==> src/rtl/muldiv_unit.sv <==
// Iterative unsigned multiply/divide unit: shift-add MUL/MULHU, restoring DIVU/REMU.
// One operation per start pulse, WIDTH iterations, registered result with a one-cycle done strobe.
//
// state  | meaning
// S_IDLE | waiting for start; operands captured on acceptance
// S_RUN  | one multiply/divide iteration per cycle, WIDTH cycles
// S_DONE | result valid, done high for this single cycle
module muldiv_unit #(
  parameter int WIDTH = 16
) (
  input  logic             clk,
  input  logic             rst,
  input  logic             start,
  input  logic [1:0]       op,
  input  logic [WIDTH-1:0] a,
  input  logic [WIDTH-1:0] b,
  output logic             busy,
  output logic             done,
  output logic [WIDTH-1:0] result
);

  localparam int CW = $clog2(WIDTH);
  localparam logic [CW-1:0] LAST = CW'(WIDTH - 1);

  typedef enum logic [1:0] {
    S_IDLE = 2'd0,
    S_RUN  = 2'd1,
    S_DONE = 2'd2
  } state_t;

  state_t           state;
  logic [CW-1:0]    cnt;
  logic [WIDTH-1:0] a_r;
  logic [WIDTH-1:0] b_r;
  logic [1:0]       op_r;

  // acc_hi holds the product high half or partial remainder;
  // acc_lo holds the multiplier/product low half or dividend/quotient.
  logic [WIDTH-1:0] acc_hi;
  logic [WIDTH-1:0] acc_lo;

  logic [WIDTH:0]   sum;
  logic [WIDTH:0]   shifted;
  logic [WIDTH-1:0] diff;
  logic             ge;
  logic [WIDTH-1:0] hi_n;
  logic [WIDTH-1:0] lo_n;

  always_comb begin
    sum     = {1'b0, acc_hi} + {1'b0, a_r};
    shifted = {acc_hi, acc_lo[WIDTH-1]};
    ge      = (shifted >= {1'b0, b_r});
    // when ge holds, shifted - b_r is below b_r, so WIDTH bits suffice
    diff    = shifted[WIDTH-1:0] - b_r;
    if (op_r[1]) begin
      hi_n = ge ? diff : shifted[WIDTH-1:0];
      lo_n = {acc_lo[WIDTH-2:0], ge};
    end else if (acc_lo[0]) begin
      hi_n = sum[WIDTH:1];
      lo_n = {sum[0], acc_lo[WIDTH-1:1]};
    end else begin
      hi_n = {1'b0, acc_hi[WIDTH-1:1]};
      lo_n = {acc_hi[0], acc_lo[WIDTH-1:1]};
    end
  end

  always_ff @(posedge clk) begin
    if (rst) begin
      state  <= S_IDLE;
      cnt    <= '0;
      a_r    <= '0;
      b_r    <= '0;
      op_r   <= '0;
      acc_hi <= '0;
      acc_lo <= '0;
      busy   <= 1'b0;
      done   <= 1'b0;
      result <= '0;
    end else begin
      case (state)
        S_IDLE: begin
          if (start) begin
            a_r    <= a;
            b_r    <= b;
            op_r   <= op;
            cnt    <= '0;
            acc_hi <= '0;
            acc_lo <= op[1] ? a : b;
            busy   <= 1'b1;
            state  <= S_RUN;
          end
        end
        S_RUN: begin
          acc_hi <= hi_n;
          acc_lo <= lo_n;
          cnt    <= cnt + CW'(1);
          if (cnt == LAST) begin
            // op[0] selects the high half (MULHU) or the remainder (REMU)
            result <= op_r[0] ? hi_n : lo_n;
            done   <= 1'b1;
            state  <= S_DONE;
          end
        end
        S_DONE: begin
          done  <= 1'b0;
          busy  <= 1'b0;
          state <= S_IDLE;
        end
        default: begin
          done  <= 1'b0;
          busy  <= 1'b0;
          state <= S_IDLE;
        end
      endcase
    end
  end

endmodule

==> config.mk <==
export PLATFORM = sky130hd
export DESIGN_NAME = muldiv_unit
export DESIGN_NICKNAME = d
export VERILOG_FILES = /design/src/rtl/muldiv_unit.sv
export SDC_FILE = /design/constraint.sdc
export NUM_CORES = 1
export LEC_CHECK = 0
export ABC_AREA = 1
export BUFFER_PORTS_ARGS = -buffer_cell sky130_fd_sc_hd__clkbuf_2
export CAP_MARGIN = 20
export CORE_ASPECT_RATIO = 2
export CORE_MARGIN = 2
export CORE_UTILIZATION = 55
export DETAILED_ROUTE_END_ITERATION = 7
export GPL_ROUTABILITY_DRIVEN = 0
export PLACE_DENSITY_LB_ADDON = 0.12
export SYNTH_ARGS = -nofsm -noshare
export SYNTH_HDL_FRONTEND = slang
export SYNTH_SLANG_ARGS = --single-unit
export TNS_END_PERCENT = 50
==> constraint.sdc <==
create_clock -name clk -period 1.98 [get_ports clk]
set_input_delay 0.396 -clock clk [delete_from_list [all_inputs] [get_ports clk]]
set_output_delay 0.396 -clock clk [all_outputs]
set_load 0.02 [all_outputs]
==> qor.csv, run 1 <==
stage;metric;value;unit
route;wire_per_inst;19.1;um
sta;fin_crit_sh;111;%
synthesis;synth.yosys.seq_area_share;27.8;%
route;drt_pre_antenna_iters;5;
synthesis;synth_enable_flop_cells;0;
setup_path;rr_worst_depth;15;
final_layout;final_cell_mix;nand2_1, inv_1, buf_4;
global_routing;antenna_found_initial;0;
setup_path;r2r_setup_slack;-0.22;ns
sta;hold_viol_final;0;
clock_network;worstSkewPairLatency;0.35;ns
die;row_count;56;
synthesis;syn_nets;1109;
route;drtIter0Drc;779;
sta;finalSetupTns;-2.22;ns
clock_network;cts.hold.buffers_added;0;
setup_path;cp_max_fo;4;
outcome;violations;setup timing;
synthesis;ys_warn_count;0;
synthesis;ys.flop_type;dfxtp_1;
global_routing;grt_pass1_vias;7697;
final_layout;syn_to_final_growth;36.3;%
sta;max-slew-margin-rel;62.0;%
global_routing;grt_max_degree;63;
synthesis;synth_cell_types;41;
sta;worst_pin_slew;0.569;ns
route;vias_per_cell;5.85;
final_layout;final_common_cell;nand2_1;
final_layout;final_cell_count_no_fill;1342;
sta;fin_crit;2.20;ns
power;p_leak;4.16;nW
place;dp_cells;1315;
synthesis;avgSynthCellArea;6.25;sq um
clock_network;cts.path.max_buffers;2;
clock_network;cts-root-buf;clkbuf_16;
clock_network;cts.htree.levels;3;
global_routing;grt_pass1_wl;38100;um
die;core_area;11600;sq um
worst_hold_path;min_path_type;in2reg;
global_routing;grt_overflow_total;0;
setup_path;path_class;reg2reg;
global_routing;grt_usage;40.0;%
setup_path;arrival;2.42;ns
setup_path;crit_start;acc_hi[8];
place;dp_hpwl;18000;um
die;start_util;55.7;%
clock_network;clkTransAtPathRegs;0.06;ns
power;ir_drop;0.810;mV
sta;clock_skew;0.00847;ns
sta;rsz0062_at_grt;yes;
route;drtAntennaViolNets;0;
die;dieArea;12700;sq um
clock_network;cts_tree;done;
synthesis;synthArstFlopShare;0;%
power;power_density;689;nW/um^2
setup_path;r2r-end;result[13];
route;wirelength;25600;um
final_layout;diodes;0;
setup_path;worst_r2r_startpoint;acc_hi[8];
power;p_total;6.08;mW
flow_run;drv_cap;0;
route;drcViolationCount;0;
sta;fin_ws;-0.221;ns
setup_path;crit_required;2.20;ns
route;vias;7847;
setup_path;crit_path_end_kind;flip-flop;
die;io_pins;55;
worst_hold_path;holdPathStages;3;
synthesis;ys_ff_latch;90;
outcome;status;finished, violations left;
sta;slew_viol_final;0;
sta;fmax;0.454;GHz
clock_network;cts_num_sinks;90;
sta;finalSetupViolations;28;
final_layout;drive_above_1_share;31.6;%
die;chipWidth;80.8;um
synthesis;syn_area;6480;sq um
synthesis;netlist_instances;1037;
place;port_buffers;54;
die;die_y;158;um
final_layout;final_nets;1264;
final_layout;fillCellCount;905;
setup_path;worstSetupStartpointType;flip-flop;
worst_hold_path;min_from;a[3];
worst_hold_path;hold_path_end;a_r[3];
clock_network;numCtsBuffers;9;
cells in the mapped netlist, drive strengths merged (2+ instances only):
master,count,area (sq um)
nand2,294,1130
inv,147,552
nor2,97,379
dfxtp,90,1800
nand3,83,460
o21ai,79,395
a21oi,75,379
ha,33,413
clkbuf,29,109
nand4,24,163
buf,16,131
a221oi,9,78.8
a211oi,7,52.6
o211ai,7,52.6
xor2,7,61.3
nor3,6,30.0
o221ai,5,43.8
or2,5,31.3
mux2i,4,40.0
o21bai,4,30.0
nand3b,3,22.5
xnor2,3,26.3
dlygate4sd1,2,17.5
fa,2,40.0
o21a,2,15.0
cell type report:
cell class                      count  area (sq um)  area share (%)
Timing Repair Buffer              190          1380            15.7
Clock inverter                      6          63.8           0.723
Multi-Input combinational cell    754          4580            51.9
Sequential cell                    90          1830            20.7
Inverter                          147           552            6.25
Tap cell                          145           181            2.05
Clock buffer                       10           239            2.71
worst max path at each step:
stage                 end  slack (ns)  depth (start not counted)
2_1_floorplan  result[13]        0.02                         15
3_3_place_gp   result[13]       -0.27                         15
3_5_place_dp   result[13]       -0.27                         15
4_1_cts         result[1]       -0.05                         14
5_1_grt        result[13]       -0.31                         16
6_report       result[13]       -0.22                         15
flip-flops by register name (all words and copies together) (netlist names):
| register | flops |
|---|---|
| a_r | 16 |
| acc_hi | 16 |
| acc_lo | 16 |
| b_r | 16 |
| busy | 1 |
| cnt | 4 |
| done | 1 |
| op_r | 2 |
| result | 16 |
| state | 2 |
critical path: stages, from the launching register on:
cell and delay, ns:
dfxtp_2 0.37, ha_4 0.31, nand2_1 0.07, inv_1 0.09, nand2_1 0.16, buf_4 0.19, nor3_1 0.13, nand2_1 0.11
nand2_1 0.08, nand2_1 0.05, nand2_1 0.08, nand2_1 0.09, nand3_2 0.08, nand3_2 0.09, nand2_1 0.10, a21oi_1 0.06
power breakdown:
group	internal, mW	switching [mW]	leakage (nW)
sequential	1.92	0.0918	0.746
combinational	0.965	1.36	3.26
clock	1.01	0.728	0.145
total	3.90	2.18	4.16
routing by layer:
metal	up-vias	global-route usage, %	part of all wire, %
met3	144	5.05	5.7
met1	3644	41.6	34
li1	3672	-	-
met4	0	29.0	8.6
met5	-	0	0
met2	387	71.4	51
timing repair:
action / 4_1_cts / 5_1_grt
pin swaps: 34 / 36
endpoints found under the setup margin: 33 / 33
gates cloned: 1 / 0
resized for setup: 102 / 70
buffers inserted: 10 / 1
kinds of logic (layout without fill, tap and decap cells):
logic type / count (synthesis) / after routing / share of synthesized area (%)
and+or+nand+nor: 512 / 513 / 34.1
buffers and inverters: 194 / 353 / 12.5
DFF: 90 / 90 / 27.8
adders and majority gates: 35 / 35 / 6.99
muxes: 4 / 4 / 0.618
AOI/OAI and AO/OA: 192 / 192 / 16.6
xor gates and xnor gates: 10 / 10 / 1.35
through the flow:
stage / worst slack (ns) / instance area, sq um / hold WS, ns / utilization, %
finish: -0.221 / 8830 / 0.297 / 75.9
CTS: -0.0462 / 8570 / 0.295 / 73.7
global placement: -0.267 / 7670 / 0.449 / 65.9
detailed placement: -0.271 / 7670 / 0.455 / 65.9
global route: -0.305 / 8830 / 0.312 / 75.9
floorplan: 0.0180 / 6480 / 0.435 / -
Note: power is estimated with default switching activity, not from simulation.
==> run 2, diff against run 1 <==
Settings changed: CORE_UTILIZATION 55 to 35.
Clock period 1.98 ns to 2.4 ns, I/O delays scaled along.
==> run 2 against run 1 <==
  * The flow now finishes without violations
  * Fmax is 4.5% lower
  * Sequential share of layout area is 3.0 points higher
  * Sequential power is 19% lower
  * Core utilization is 34 points lower
  * Clock skew is 0.0013 ns higher
  * Die area is 55% higher
  * Count of clock-buffer cells in the layout is 1 lower
  * Power is 27% lower
  * Final cell count is 0.75% lower
  * Register-to-register slack better by 0.32 ns
  * Setup slack better by 0.32 ns
  * Largest cell class unchanged
  * Critical path depth is 1 lower
==> qor.csv, run 2 (synthesis results as in run 1) <==
stage;metric;value;unit;change
die;io_pins;55;;unchanged
power;power_density;585;nW/um^2;was 689 nW/um^2
die;die_y;196;um;was 158 um
route;wirelength;25000;um;was 25600 um
final_layout;drive_above_1_share;16.3;%;was 31.6%
sta;max-slew-margin-rel;52.9;%;was 62.0%
power;ir_drop;0.406;mV;was 0.810 mV
clock_network;numCtsBuffers;9;;unchanged
global_routing;grt_pass1_wl;38800;um;was 38100 um
route;wire_per_inst;18.8;um;was 19.1 um
die;dieArea;19700;sq um;was 12700 sq um
power;swShare;37.4;%;was 35.9%
clock_network;clkTransAtPathRegs;0.07;ns;was 0.06 ns
final_layout;fillCellCount;2054;;was 905
route;drtAntennaViolNets;0;;unchanged
route;vias;6982;;was 7847
power;p_int;2.79;mW;was 3.90 mW
route;highest_layer;met4;;unchanged
clock_network;cts_setup_buffers;0;;was 10
power;combinationalPowerShare;32.6;%;was 38.2%
clock_network;worstSkewPairLatency;0.36;ns;was 0.35 ns
clock_network;cts-root-buf;clkbuf_16;;unchanged
final_layout;diodes;0;;unchanged
clock_network;cts_num_sinks;90;;unchanged
final_layout;fin_util;41.8;%;was 75.9%
die;start_util;35.6;%;was 55.7%
power;p_total;4.46;mW;was 6.08 mW
final_layout;final_nets;1184;;was 1264
sta;fmax;0.434;GHz;was 0.454 GHz
sta;finalSetupViolations;0;;was 28
sta;hold_viol_final;0;;unchanged
die;chipWidth;100;um;was 80.8 um
route;vias_per_cell;5.24;;was 5.85
power;p_switching;1.67;mW;was 2.18 mW
clock_network;cts.htree.levels;3;;unchanged
setup_path;worstSetupStartpointType;flip-flop;;unchanged
power;p_clk_share;30.6;%;was 28.6%
route;met1_length;9450;um;was 8800 um
outcome;status;complete, no violations;;was finished, violations left
place;dp_hpwl;19700;um;was 18000 um
route;drt_pre_antenna_iters;6;;was 5
global_routing;grt_overflow_total;0;;unchanged
clock_network;cts.path.max_buffers;2;;unchanged
route;drtIter0Drc;490;;was 779
route;wl_met3;728;um;was 1470 um
sta;rsz0062_at_grt;no;;was yes
global_routing;grt_max_degree;63;;unchanged
flow_run;drv_cap;0;;unchanged
die;core_area;18200;sq um;was 11600 sq um
setup_path;path_class;reg2reg;;unchanged
sta;worst_pin_slew;0.706;ns;was 0.569 ns
final_layout;final_common_cell;nand2_1;;unchanged
setup_path;crit_path_end_kind;flip-flop;;unchanged
clock_network;cts_tree;done;;unchanged
setup_path;arrival;2.52;ns;was 2.42 ns
die;row_count;70;;was 56
sta;slew_viol_final;0;;unchanged
sta;fin_crit_sh;96.0;%;was 111%
global_routing;grt_pass1_vias;7006;;was 7697
final_layout;syn_to_final_growth;17.6;%;was 36.3%
power;p_seq_share;36.8;%;was 33.1%
global_routing;antenna_found_initial;0;;unchanged
route;wl_met2;13700;um;was 13200 um
sta;fin_crit;2.30;ns;was 2.20 ns
setup_path;crit_required;2.62;ns;was 2.20 ns
power;p_leak;3.70;nW;was 4.16 nW
setup_path;cp_max_fo;8;;was 4
final_layout;final_cell_mix;nand2_1, inv_1, nor2_1;;was nand2_1, inv_1, buf_4
global_routing;grt_usage;26.4;%;was 40.0%
worst_hold_path;min_path_type;in2reg;;unchanged
route;drcViolationCount;0;;unchanged
sta;clock_skew;0.00977;ns;was 0.00847 ns
place;port_buffers;54;;unchanged
## run 2: layer usage
layer  global-route usage (%)  up-vias
met2                     49.9      176
met5                        0        -
met1                     28.3     3237
met4                     12.6        0
li1                         -     3519
met3                     2.87       50
## run 2: final timing paths
kind | from | cells after the start | to | slack [ns]
setup / recovery | b_r[12] | 14 | result[10] | 0.1
hold / removal | b[15] | 3 | b_r[15] | 0.36
setup reg to reg | b_r[12] | 14 | result[10] | 0.1
hold reg to reg | result[11] | 2 | result[11] | 0.46
## run 2: power by group through the flow
stage / combinational (mW) / sequential (mW) / clock [mW]
2_1_floorplan: 0.911 / 1.66 / 0
3_3_place_gp: 1.39 / 1.67 / 0
3_5_place_dp: 1.39 / 1.67 / 0
4_1_cts: 1.41 / 1.64 / 1.41
5_1_grt: 1.60 / 1.65 / 1.45
6_report: 1.45 / 1.64 / 1.36
## run 2: area by class of cell
class / count / area (sq um) / share of cell area (%)
clock inverters: 6 / 42.5 / 0.558
clock buffers: 9 / 225 / 2.96
inverters: 147 / 552 / 7.24
repair buffers: 111 / 739 / 9.71
well taps: 216 / 270 / 3.55
multi-input cells: 753 / 3980 / 52.3
flip-flops and latches: 90 / 1810 / 23.7
## run 2: worst max-delay path: stages, from the launching register on
cell	delay (ns)
dfxtp_1	0.31
inv_1	0.08
ha_2	0.39
nand2_1	0.10
inv_1	0.11
nand2_2	0.11
nor2_4	0.16
nand2_4	0.13
buf_4	0.20
nand3_1	0.08
nand2_1	0.10
nand2_1	0.09
nand3_1	0.13
nand2_1	0.11
a21oi_1	0.06
## run 2: repair_timing
item,4_1_cts,5_1_grt
pin swaps,0,4
gates resized for setup,4,25
hold buffers,0,0
setup endpoints to repair,4,15
## run 2: stage by stage
stage	hold WS, ns	TNS (ns)	instance area (sq um)	setup WS [ns]	std cells
finish	0.361	0	7620	0.0956	1332
floorplan	0.435	0	6480	0.376	1037
detailed placement	0.455	-0.221	7240	-0.120	1317
global route	0.387	0	7620	0.00226	1332
global placement	0.456	-0.206	7240	-0.115	1317
CTS	0.347	0	7520	0.00502	1332
==> run 3, diff against run 2 <==
Settings changed: RECOVER_POWER set to 25.
==> run 3 against run 2 <==
  * First-iteration DRC count down 8.2%
  * Critical path type unchanged
  * Via count grew 0.69%
  * Fmax grew 0.97%
  * Non-clock buffer count unchanged
  * Final area shrank 0.43%
  * Sequential share of layout area up 0.10 points
  * Combinational power is essentially flat
  * Sequential cell count is the same
  * Core utilization fell by 0.18 points
  * Largest cell class unchanged
  * Clock skew shrank 0.0025 ns
==> qor.csv, run 3 (synthesis results as in run 1) <==
stage;metric;value;unit;change
outcome;status;complete, no violations;;unchanged
route;drtIter0Drc;450;;was 490
setup_path;path_cells;inv_1 -> ha_1 -> nand2_1 -> nor2_1 -> nand4_1 -> nand2_2 -> nor2_4 -> buf_12 -> nand3_1 -> buf_4 -> o21ai_0 -> a21oi_1 -> nand2_1 -> a21oi_1;;was inv_1 -> ha_2 -> nand2_1 -> inv_1 -> nand2_2 -> nor2_4 -> nand2_4 -> buf_4 -> nand3_1 -> nand2_1 -> nand2_1 -> nand3_1 -> nand2_1 -> a21oi_1
route;drcViolationCount;0;;unchanged
global_routing;grt_overflow_total;0;;unchanged
place;dp_hpwl;19700;um;unchanged
global_routing;antenna_found_initial;0;;unchanged
clock_network;cts_setup_buffers;0;;unchanged
setup_path;path_class;reg2reg;;unchanged
power;ir_drop;0.406;mV;about the same
sta;hold-worst-slack;0.362;ns;was 0.361 ns
final_layout;syn_to_final_growth;17.0;%;was 17.6%
route;drt_pre_antenna_iters;6;;unchanged
global_routing;grt_pass1_wl;38800;um;unchanged
die;chipWidth;100;um;unchanged
sta;max-slew-margin-rel;51.6;%;was 52.9%
setup_path;crit_path_end_kind;flip-flop;;unchanged
global_routing;grt_max_degree;63;;unchanged
final_layout;seq_area;1810;sq um;unchanged
sta;fin_crit_sh;95.1;%;was 96.0%
die;dieArea;19700;sq um;unchanged
power;p_total;4.46;mW;about the same
setup_path;critPathSlowestCell;ha_1;;was ha_2
final_layout;multi_input_area;3980;sq um;about the same
clock_network;cts-root-buf;clkbuf_16;;unchanged
power;p_leak;3.63;nW;was 3.70 nW
sta;finalSetupViolations;0;;unchanged
clock_network;worstSkewPairLatency;0.36;ns;about the same
setup_path;worstSetupStartpointType;flip-flop;;unchanged
sta;rsz0062_at_grt;no;;unchanged
final_layout;final_nets;1184;;unchanged
sta;hold_viol_final;0;;unchanged
die;row_count;70;;unchanged
power;power_density;588;nW/um^2;was 585 nW/um^2
setup_path;crit_required;2.62;ns;about the same
global_routing;grt_util_met3;2.87;%;unchanged
die;core_area;18200;sq um;unchanged
sta;clock_skew;0.00730;ns;was 0.00977 ns
clock_network;numCtsBuffers;9;;unchanged
worst_hold_path;min_path_type;in2reg;;unchanged
flow_run;drv_cap;0;;unchanged
route;wire_per_inst;18.8;um;about the same
die;start_util;35.6;%;unchanged
clock_network;cts_tree;done;;unchanged
die;die_y;196;um;unchanged
die;io_pins;55;;unchanged
clock_network;cts_num_sinks;90;;unchanged
sta;fmax;0.438;GHz;was 0.434 GHz
sta;fin_crit;2.28;ns;was 2.30 ns
global_routing;top_usage_layer;met2;;unchanged
global_routing;gr-usage-met1;28.3;%;unchanged
clock_network;clkTransAtPathRegs;0.07;ns;about the same
route;vias;7030;;was 6982
clock_network;cts.htree.levels;3;;unchanged
final_layout;final_common_cell;nand2_1;;unchanged
final_layout;drive_above_1_share;14.4;%;was 16.3%
clock_network;cts.path.max_buffers;2;;unchanged
global_routing;grt_usage;26.4;%;unchanged
clock_network;cts.hold.buffers_added;0;;unchanged
final_layout;diodes;0;;unchanged
sta;slew_viol_final;0;;unchanged
setup_path;arrival;2.50;ns;was 2.52 ns
final_layout;fillCellCount;2065;;was 2054
setup_path;cp_max_fo;7;;was 8
place;port_buffers;54;;unchanged
route;drtAntennaViolNets;0;;unchanged
global_routing;grt_pass1_vias;7006;;unchanged
global_routing;grt_use_met2;49.9;%;unchanged
sta;worst_pin_slew;0.726;ns;was 0.706 ns
route;wirelength;25000;um;about the same
setup_path;cpPeakStageDelay;0.37;ns;was 0.39 ns
final_layout;final_cell_mix;nand2_1, inv_1, nor2_1;;unchanged
route;vias_per_cell;5.28;;was 5.24
-- run 3: changes by cell type in the layout (fill, tap and decap cells not counted), sizes merged --
cell / delta
buf: -2
clkbuf: +2
-- run 3: cell type report --
cell class | instances | share of cell area (%)
clock inverter | 6 | 0.561
multi-input combinational | 753 | 52.5
inverter | 147 | 7.27
clock buffer | 9 | 2.97
tap | 216 | 3.56
timing repair buffer | 111 | 9.35
sequential | 90 | 23.8
-- run 3: final timing paths --
check,start,end,slack (ns),cells after the start
hold / removal,b[15],b_r[15],0.36,3
setup / recovery,b_r[3],result[0],0.12,14
setup reg to reg,b_r[3],result[0],0.12,14
hold reg to reg,result[11],result[11],0.46,2
-- run 3: report_power, final --
part	switching [mW]	total, mW	internal (mW)	leakage, nW
registers	0.0571	1.64	1.58	0.739
clock network	0.674	1.37	0.699	0.128
logic	0.942	1.45	0.505	2.77
total	1.67	4.46	2.79	3.63
-- run 3: critical path: cells and delay by family (launching register included) --
kind | cells | cell delay, ns
AND/OR/NAND/NOR | 7 | 0.85
buffers and inverters | 3 | 0.37
adder cells (fa/ha/maj) | 1 | 0.37
flip-flops | 1 | 0.31
AO/OA/AOI/OAI | 3 | 0.25
-- run 3: stage by stage --
step / cells / setup slack [ns] / setup TNS, ns / instance area, sq um / util, %
floorplan: 1037 / 0.376 / 0 / 6480 / -
global placement: 1317 / -0.115 / -0.206 / 7240 / 39.7
detailed placement: 1317 / -0.120 / -0.221 / 7240 / 39.7
CTS: 1332 / 0.00502 / 0 / 7520 / 41.3
global route: 1332 / 0.00226 / 0 / 7580 / 41.6
finish: 1332 / 0.118 / 0 / 7580 / 41.6
-- run 3: routing by layer --
metal	share of wire, %	vias up
met2	55	192
met5	0	-
met3	3.1	49
met4	4.6	0
li1	-	3521
met1	37	3268
-- run 3: repair_timing --
| action | CTS | global route |
|---|---|---|
| pin swaps | 0 | 4 |
| resized for setup | 4 | 25 |
| setup endpoints to repair | 4 | 15 |
